$ cat src/rtl/regfile_2r1w_sb_if.sv
// Decode/writeback bundle for regfile_2r1w_sb.
//   rd_en, rd_addr1/2           : read request (decode)
//   rd_data1/2, rd_busy1/2      : registered read results and scoreboard flags
//   wr_en, wr_addr, wr_data     : writeback port
//   busy_set, busy_addr         : mark a register as awaiting writeback
//   busy_count                  : number of registers currently busy
// master = decode/writeback side, slave = register file.
interface regfile_2r1w_sb_if #(
  parameter int unsigned DATA_W = 32,
  parameter int unsigned ADDR_W = 5
);
  logic              rd_en;
  logic [ADDR_W-1:0] rd_addr1;
  logic [ADDR_W-1:0] rd_addr2;
  logic [DATA_W-1:0] rd_data1;
  logic [DATA_W-1:0] rd_data2;
  logic              rd_busy1;
  logic              rd_busy2;
  logic              wr_en;
  logic [ADDR_W-1:0] wr_addr;
  logic [DATA_W-1:0] wr_data;
  logic              busy_set;
  logic [ADDR_W-1:0] busy_addr;
  logic [ADDR_W:0]   busy_count;

  modport master (
    output rd_en, rd_addr1, rd_addr2, wr_en, wr_addr, wr_data, busy_set, busy_addr,
    input  rd_data1, rd_data2, rd_busy1, rd_busy2, busy_count
  );

  modport slave (
    input  rd_en, rd_addr1, rd_addr2, wr_en, wr_addr, wr_data, busy_set, busy_addr,
    output rd_data1, rd_data2, rd_busy1, rd_busy2, busy_count
  );
endinterface

$ cat src/rtl/regfile_2r1w_sb.sv
// Two-read/one-write register file with registered read ports and a
// per-register pending-write scoreboard for load-use stall detection.
// Ports:
//   clk   : clock, all state updates on the rising edge
//   rst_n : synchronous active-low reset, clears data, busy bits, outputs, count
//   bus   : regfile_2r1w_sb_if.slave (read, write, busy-mark, busy_count)
// Only addresses 0..READ_LIMIT are implemented; above that reads return 0/not
// busy and writes/busy marks are dropped.
// Optional feature: define REGFILE_BYPASS_EN to make a same-cycle read of a
// register being written or marked return the post-edge data and busy bit.
// Without it, same-cycle reads return the pre-edge contents.
module regfile_2r1w_sb #(
  parameter int unsigned DATA_W     = 32,
  parameter int unsigned ADDR_W     = 5,
  parameter int unsigned READ_LIMIT = 23
) (
  input logic              clk,
  input logic              rst_n,
  regfile_2r1w_sb_if.slave bus
);

  localparam int unsigned       NUM_REGS  = 2 ** ADDR_W;
  localparam logic [ADDR_W-1:0] LimitAddr = ADDR_W'(READ_LIMIT);

  if (READ_LIMIT >= NUM_REGS) begin : g_bad_limit
    $error("READ_LIMIT must be below 2**ADDR_W");
  end

  // Storage is sized to the full address space; entries above the window are
  // never written and stay at their reset value.
  logic [DATA_W-1:0]   mem_q [NUM_REGS];
  logic [NUM_REGS-1:0] busy_q, busy_d;
  logic [ADDR_W:0]     count_q, count_d;

  logic wr_ok, set_ok, inc, dec;

  logic [ADDR_W-1:0] rd_addr   [2];
  logic [DATA_W-1:0] rd_data_d [2];
  logic [DATA_W-1:0] rd_data_q [2];
  logic [1:0]        rd_busy_d, rd_busy_q;

  assign rd_addr[0] = bus.rd_addr1;
  assign rd_addr[1] = bus.rd_addr2;

  assign wr_ok  = bus.wr_en    && (bus.wr_addr   <= LimitAddr);
  assign set_ok = bus.busy_set && (bus.busy_addr <= LimitAddr);

  // Clear first, then set: on a same-address write+set the new producer wins.
  always_comb begin
    busy_d = busy_q;
    if (wr_ok)  busy_d[bus.wr_addr]   = 1'b0;
    if (set_ok) busy_d[bus.busy_addr] = 1'b1;
  end

  // Incremental popcount tracking. A write only decrements when it actually
  // clears a busy bit, i.e. not when a set lands on the same register.
  always_comb begin
    inc     = set_ok && !busy_q[bus.busy_addr];
    dec     = wr_ok && busy_q[bus.wr_addr] && !(set_ok && (bus.busy_addr == bus.wr_addr));
    count_d = count_q + (ADDR_W + 1)'(inc) - (ADDR_W + 1)'(dec);
  end

  always_comb begin
    for (int p = 0; p < 2; p++) begin
      rd_data_d[p] = '0;
      rd_busy_d[p] = 1'b0;
      if (rd_addr[p] <= LimitAddr) begin
`ifdef REGFILE_BYPASS_EN
        if (wr_ok && (bus.wr_addr == rd_addr[p])) begin
          rd_data_d[p] = bus.wr_data;
        end else begin
          rd_data_d[p] = mem_q[rd_addr[p]];
        end
        rd_busy_d[p] = busy_d[rd_addr[p]];
`else
        rd_data_d[p] = mem_q[rd_addr[p]];
        rd_busy_d[p] = busy_q[rd_addr[p]];
`endif
      end
    end
  end

  always_ff @(posedge clk) begin
    if (!rst_n) begin
      for (int i = 0; i < NUM_REGS; i++) begin
        mem_q[i] <= '0;
      end
    end else if (wr_ok) begin
      mem_q[bus.wr_addr] <= bus.wr_data;
    end
  end

  always_ff @(posedge clk) begin
    if (!rst_n) begin
      busy_q  <= '0;
      count_q <= '0;
    end else begin
      busy_q  <= busy_d;
      count_q <= count_d;
    end
  end

  always_ff @(posedge clk) begin
    if (!rst_n) begin
      rd_data_q[0] <= '0;
      rd_data_q[1] <= '0;
      rd_busy_q    <= '0;
    end else if (bus.rd_en) begin
      rd_data_q[0] <= rd_data_d[0];
      rd_data_q[1] <= rd_data_d[1];
      rd_busy_q    <= rd_busy_d;
    end
  end

  assign bus.rd_data1   = rd_data_q[0];
  assign bus.rd_data2   = rd_data_q[1];
  assign bus.rd_busy1   = rd_busy_q[0];
  assign bus.rd_busy2   = rd_busy_q[1];
  assign bus.busy_count = count_q;

endmodule

$ cat src/flat_wrapper.sv
// flat-port wrapper written by rule: the top's interface ports become plain ports
module regfile_2r1w_sb_flat 
#(
  parameter int unsigned DATA_W     = 32,
  parameter int unsigned ADDR_W     = 5,
  parameter int unsigned READ_LIMIT = 23
)
  (clk, rst_n, bus_rd_en, bus_rd_addr1, bus_rd_addr2, bus_wr_en, bus_wr_addr, bus_wr_data, bus_busy_set, bus_busy_addr, bus_rd_data1, bus_rd_data2, bus_rd_busy1, bus_rd_busy2, bus_busy_count);
  regfile_2r1w_sb_if #(.DATA_W(DATA_W), .ADDR_W(ADDR_W)) bus_i ();
  input logic clk;
  input logic rst_n;
  input wire logic [$bits(bus_i.rd_en)-1:0] bus_rd_en;
  input wire logic [$bits(bus_i.rd_addr1)-1:0] bus_rd_addr1;
  input wire logic [$bits(bus_i.rd_addr2)-1:0] bus_rd_addr2;
  input wire logic [$bits(bus_i.wr_en)-1:0] bus_wr_en;
  input wire logic [$bits(bus_i.wr_addr)-1:0] bus_wr_addr;
  input wire logic [$bits(bus_i.wr_data)-1:0] bus_wr_data;
  input wire logic [$bits(bus_i.busy_set)-1:0] bus_busy_set;
  input wire logic [$bits(bus_i.busy_addr)-1:0] bus_busy_addr;
  output wire logic [$bits(bus_i.rd_data1)-1:0] bus_rd_data1;
  output wire logic [$bits(bus_i.rd_data2)-1:0] bus_rd_data2;
  output wire logic [$bits(bus_i.rd_busy1)-1:0] bus_rd_busy1;
  output wire logic [$bits(bus_i.rd_busy2)-1:0] bus_rd_busy2;
  output wire logic [$bits(bus_i.busy_count)-1:0] bus_busy_count;
  assign bus_i.rd_en = bus_rd_en;
  assign bus_i.rd_addr1 = bus_rd_addr1;
  assign bus_i.rd_addr2 = bus_rd_addr2;
  assign bus_i.wr_en = bus_wr_en;
  assign bus_i.wr_addr = bus_wr_addr;
  assign bus_i.wr_data = bus_wr_data;
  assign bus_i.busy_set = bus_busy_set;
  assign bus_i.busy_addr = bus_busy_addr;
  assign bus_rd_data1 = bus_i.rd_data1;
  assign bus_rd_data2 = bus_i.rd_data2;
  assign bus_rd_busy1 = bus_i.rd_busy1;
  assign bus_rd_busy2 = bus_i.rd_busy2;
  assign bus_busy_count = bus_i.busy_count;
  regfile_2r1w_sb #(.DATA_W(DATA_W), .ADDR_W(ADDR_W), .READ_LIMIT(READ_LIMIT)) u_core (.clk(clk), .rst_n(rst_n), .bus(bus_i));
endmodule
$ cat config.mk
export PLATFORM = sky130hd
export DESIGN_NAME = regfile_2r1w_sb_flat
export DESIGN_NICKNAME = d
export VERILOG_FILES = /design/src/rtl/regfile_2r1w_sb_if.sv /design/src/rtl/regfile_2r1w_sb.sv /design/src/flat_wrapper.sv
export SDC_FILE = /design/constraint.sdc
export NUM_CORES = 2
export LEC_CHECK = 0
export BUFFER_PORTS_ARGS = -buffer_cell sky130_fd_sc_hd__buf_4
export CAP_MARGIN = 20
export CORE_ASPECT_RATIO = 1.4
export CORE_MARGIN = 3
export CORE_UTILIZATION = 33
export DETAILED_ROUTE_END_ITERATION = 10
export GPL_ROUTABILITY_DRIVEN = 0
export PLACE_DENSITY = 0.58
export SETUP_SLACK_MARGIN = 0.1
export SYNTH_ARGS = -nofsm -noshare
export SYNTH_HDL_FRONTEND = slang
export SYNTH_SLANG_ARGS = --single-unit
$ cat constraint.sdc
create_clock -name clk -period 4 [get_ports clk]
set_input_delay 0.8 -clock clk [delete_from_list [all_inputs] [get_ports clk]]
set_output_delay 0.8 -clock clk [all_outputs]
set_load 0.1 [all_outputs]
After elaboration in Yosys (flattened, before gate mapping)
Memory sizes are Yosys's and may differ from the RTL's.
Index checks and enable logic that the tools add are counted.
W data, S select, Z words.
- register bits after elaboration: 40
- RAM bits: 1088
- bits of input ports: 57
- memories: 2
- $add $sub $neg: 2
- $lt $le $gt $ge: 10
- eq/ne operators: 1
- multiplexer cells: 30
- bitwise logic cells: 5
- reductions and logical operators: 11
- memories (name ; depth ; bits a word ; rd ports ; clocked after Yosys merged registers in ; write ports ; line ; RTL):
    u_core.mem_q ; 32 ; 32 ; 2 ; 0 ; 32 ; regfile_2r1w_sb.sv:31 ; logic [DATA_W-1:0] mem_q [NUM_REGS];
    u_core.rd_data_q ; 2 ; 32 ; 2 ; 0 ; 2 ; regfile_2r1w_sb.sv:39 ; logic [DATA_W-1:0] rd_data_q [2];
- operators by type and width (cell ; number):
    $mux W32 ; 7
    $and A32 B32 Y32 ; 1
    $not A32 Y32 ; 1
    $or A32 B32 Y32 ; 1
    $reduce_or A32 Y1 ; 1
    $lt A5 B6 Y1 const B ; 4
    $bmux W1 S5 ; 4
    $le A5 B5 Y1 const B ; 4
    $mux W1 ; 16
    $demux W1 S5 ; 2
    $ge A5 B1 Y1 const B ; 2
    $logic_and A1 B1 Y1 ; 8
    $add A6 B1 Y6 ; 1
    $sub A6 B1 Y6 ; 1
    $eq A5 B5 Y1 ; 1
    $mux W5 ; 1
    $logic_not A1 Y1 ; 2
    $or A1 B1 Y1 ; 2

Depth between registers and ports, before layout
- word-level depth: 9
- gate-level depth with buffers: 15
- mapped depth without buffers: 13

Worst setup path before layout
No wires, ideal clock.
- kind: input-to-reg
- start: input port bus_wr_addr[3]
- end: register u_core.busy_q[16]
- library setup time: 0.263 ns
- data arrival time: 4.087 ns
- slack: -0.350 ns
- stages on the path: 5
- cells stage by stage: buf_2 > a21boi_1 > nand2_1 > o21ai_0 > o32ai_1
- cells in the longest elaborated chain, start to end: 9
- elaborated cells on any way between the ends: 12
- classes of those cells: order compare (3); mux (4); bitwise (3); reduce/logical (2)
- RTL lines (element ; line ; RTL):
    start: declaration ; flat_wrapper.sv:16 ; input wire logic [$bits(bus_i.wr_addr)-1:0] bus_wr_addr;
    $lt A5 B6 Y1 (implied by the code) or $ge A5 B1 Y1 (tied branches) ; regfile_2r1w_sb.sv:51 ; if (wr_ok) busy_d[bus.wr_addr] = 1'b0;
    $logic_and A1 B1 Y1 (implied by the code) ; regfile_2r1w_sb.sv:51 ;
    $mux W1 (implied by the code) ; regfile_2r1w_sb.sv:51 ;
    $demux W1 S5 ; n/a ;
    $not A32 Y32 (no line) ; n/a ;
    $and A32 B32 Y32 (no line) ; n/a ;
    $mux W32 * ; regfile_2r1w_sb.sv:51 ;
    $or A32 B32 Y32 (no line) ; n/a ;
    $mux W32 * ; regfile_2r1w_sb.sv:52 ; if (set_ok) busy_d[bus.busy_addr] = 1'b1;
    end signal: assignment ; regfile_2r1w_sb.sv:98 ; busy_q <= busy_d;
    end: declaration ; regfile_2r1w_sb.sv:32 ; logic [NUM_REGS-1:0] busy_q, busy_d;
Mark *: on every way between the ends. The rest lies on a longest branch, timed or not.
A chain may end at the register's enable or synchronous reset.

Worst setup path after layout
- start: register u_core.busy_q[4]
- end: register u_core.count_q[4], in the netlist u_core.bus.busy_count[4]
- cells in the longest elaborated chain, start to end: 6
- elaborated cells on any way between the ends: 10
- classes of those cells: add/sub (2); mux (4); reduce/logical (4)
- RTL lines (element ; line ; RTL):
    $bmux W1 S5 ; regfile_2r1w_sb.sv:58 ; inc = set_ok && !busy_q[bus.busy_addr];
    $mux W1 (implied by the code) ; regfile_2r1w_sb.sv:58 ;
    $logic_not A1 Y1 ; regfile_2r1w_sb.sv:58 ;
    $logic_and A1 B1 Y1 ; regfile_2r1w_sb.sv:58 ;
    $add A6 B1 Y6 ; regfile_2r1w_sb.sv:60 ; count_d = count_q + (ADDR_W + 1)'(inc) - (ADDR_W + 1)'(dec);
    $sub A6 B1 Y6 * ; regfile_2r1w_sb.sv:60 ;
    end signal: assignment ; regfile_2r1w_sb.sv:99 ; count_q <= count_d;
    end: declaration ; regfile_2r1w_sb.sv:33 ; logic [ADDR_W:0] count_q, count_d;
Mark *: on every way between the ends. The rest lies on a longest branch, timed or not. The select of a mux whose other input is x is not followed.

==> results.cfg <==
[outcome]
run_status = finished, final reports clean

[setup_path]
crit_path_cell_trace = mux4_2, nor2_1, a41o_1, nor4_1, ha_1, inv_1, ha_1, inv_1, fa_1, nor2b_1, o21ai_0, a21boi_0, nor3_1
cp-start-kind = flip-flop
critical_path_buf_inv_count = 2
critical_path.top_delay_family = adder cells
critical_path.slowest_cell = dfxtp_1
crit_required_ns = 4.58
critPathKind = reg2reg
slowest_delay_ns = 0.46
setup.worst_path.end_class = flip-flop
data_arrival_time_of_the_worst_path_ns = 3.47
cp_max_fo = 5

[timing]
finalClockSkew_ns = 0.0334
fin_tns_setup_ns = 0
count_of_endpoints_failing_setup_in_the_final_report = 0
fin_hold_viols = 0
period_minus_slack_ns = 2.89
grt_setup_unrepaired = false
slew_viol_final = 0
max_clock_freq_mhz = 346
timing.final.crit_share_pct = 72.2
slew-limit-headroom_pct = 39.6
worst_slew_pin_slew_ns = 0.904

[route]
drc = 0
post_drt_via_cell_ratio = 5.76
wl_um = 171000
routed_wire_length_per_instance_um = 30.6
drt-initial-drc-count = 3210
drt.antenna.violating_nets = 0
drt_pre_antenna_iters = 6
routed-via-count = 32300

[grt]
grt_start_max_net_pins = 80
antenna_found_initial = 13
globalRoute.totalOverflow = 0
grt.total_usage_pct = 23.5
grt_pass1_wl_um = 240000
first_global_vias = 33100

[logic_synthesis]
synth_top_area_share_pct = 54.6
synth_largest_area_cell = edfxtp_1
synthTopCellsByArea = edfxtp_1 55%, mux2i_1 17%, and2_1 11%
yosys_most_used_dff = edfxtp_1
syn_area_per_cell_um2 = 12.3
synth_most_common_cell = edfxtp_1
synth_seq_cells = 864
synth.net_count = 3771
synthTopCellsByCount = 832 x edfxtp_1, 788 x mux2i_1, 777 x and2_1
post_synth_instance_area_mm2 = 0.0458
postSynthCellCount = 3707
number_of_enable_type_register_cells_in_the_synthesized_netlist = 832
postSynth.asyncResetShare_pct = 0
yosysUniqueCellTypes = 51
synth_sequential_area_ratio_pct = 56.0
synth.yosys.warnings = 0

[die]
row_count = 161
die_area_mm2 = 0.143
die-width_um = 321
initial_cell_density_of_the_core_pct = 33.3
core_mm2 = 0.138
die_height_um = 447
floorplan.io_pins = 129

[power]
leakage_nw = 20.0
power-per-cell-area_mw_per_mm2 = 419
worst_vdd_ir_mv = 0.323

[clock_network]
cts_resized = 0
worst_setup_hold_path_clk_slew_ns = 0.07
tritoncts_clock_tree = yes
clock-root-buffer = clkbuf_16
cts_setup_buffers = 0
clkSinkCount = 864
clock_insertion_delay_at_the_later_pin_of_the_skew_report_ns = 0.72
number_of_buffers_added_to_fix_hold_violations_after_cts = 0
clock_tree.buffer_depth = 3
tritoncts.num_buffers = 87
cts_htree_levels = 3

[placed_design]
placement.io_buffers = 128
dp.final_hpwl_um = 104000

[layout]
areaGrowthSynthToFinish_pct = 14.9
final_layout_size_suffix_gt1_share_pct = 13.4
filler_cell_count = 13000
nets = 3792
fin_util_pct = 38.2

[run]
drv_cap = 0

[hold_path]
hold_class = in2reg
## final timing paths
path / startpoint / to / slack (ns) / depth (start not counted)
hold / removal: bus_busy_addr[3] / u_core.busy_q[7] / 0.48 / 4
hold reg to reg: u_core.busy_q[16] / u_core.busy_q[16] / 0.56 / 2
setup reg to reg: u_core.busy_q[4] / u_core.bus.busy_count[4] / 1.11 / 13
setup / recovery: u_core.busy_q[4] / u_core.bus.busy_count[4] / 1.11 / 13
## cell families after synthesis
family / synth area share, %
AND/OR/NAND/NOR: 14.4
flip-flops: 56.0
multiplexers: 17.9
AO/OA/AOI/OAI: 7.67
buffers and inverters: 3.72
adder cells (fa/ha/maj): 0.208
XOR/XNOR: 0.115
## metrics by stage
stage | instance area (um^2) | setup WS [ns] | power [mW] | hold WS [ns] | std cells
after floorplan | 45800 | -0.288 | 12.9 | 0.464 | 3707
after global placement | 49800 | 0.436 | 14.0 | 0.535 | 5432
after detailed placement | 49800 | 0.517 | 14.0 | 0.537 | 5432
after CTS | 52500 | 1.12 | 22.1 | 0.428 | 5590
after global routing | 52600 | 0.936 | 22.6 | 0.506 | 5592
final | 52600 | 1.11 | 22.0 | 0.479 | 5603
## cell usage in the layout (no fill, tap or decap), types with 14 or more instances in the layout
cell         n
o22ai_1    138
nor2_4      27
mux2i_1    788
nand3_1    201
and2_1     772
dfxtp_1     32
mux4_2      14
clkinv_2    20
o21ai_0     60
o21ai_4     24
clkbuf_16   87
o21ai_1     21
nand2_1     32
buf_12      45
clkbuf_1    14
edfxtp_1   832
buf_4      241
clkinv_1    17
inv_1       34
a22oi_1    264
## metal layers
layer	global-route usage [%]	share of wire (%)	vias to the layer above
met5	0	0	-
met3	3.26	6.5	434
met4	12.6	5.3	0
li1	-	-	13800
met2	42.1	51	1506
met1	26.9	37	16500
## report_power, final
group	switching, mW	leakage (nW)	internal (mW)	total (mW)
clock network	3.72	1.36	4.47	8.18
registers	0.299	8.28	10.4	10.7
logic	2.15	10.3	0.939	3.09
## registers in the layout, indices dropped and copies added, names as in the netlist
signal and count:
u_core.busy_q 24, u_core.rd_data_q 64, u_core.rd_busy_q 2, u_core.bus.busy_count 6, u_core.mem_q 768
## worst min-delay path: cells and delay by family
family,cells,cell delay (ns)
buffers and inverters,1,0.13
AND/OR/NAND/NOR,2,0.13
AO/OA/AOI/OAI,1,0.06
## final cells by class
type	instances	area [um^2]	area share (%)
clock buffers	104	2260	4.30
diodes	13	32.5	0.0619
inverters	35	133	0.252
flip-flops and latches	864	25600	48.7
well taps	1793	2240	4.27
multi-input cells	2450	19000	36.1
clock inverters	54	510	0.971
repair buffers	290	2770	5.26
(Power assumes the default switching activity.)
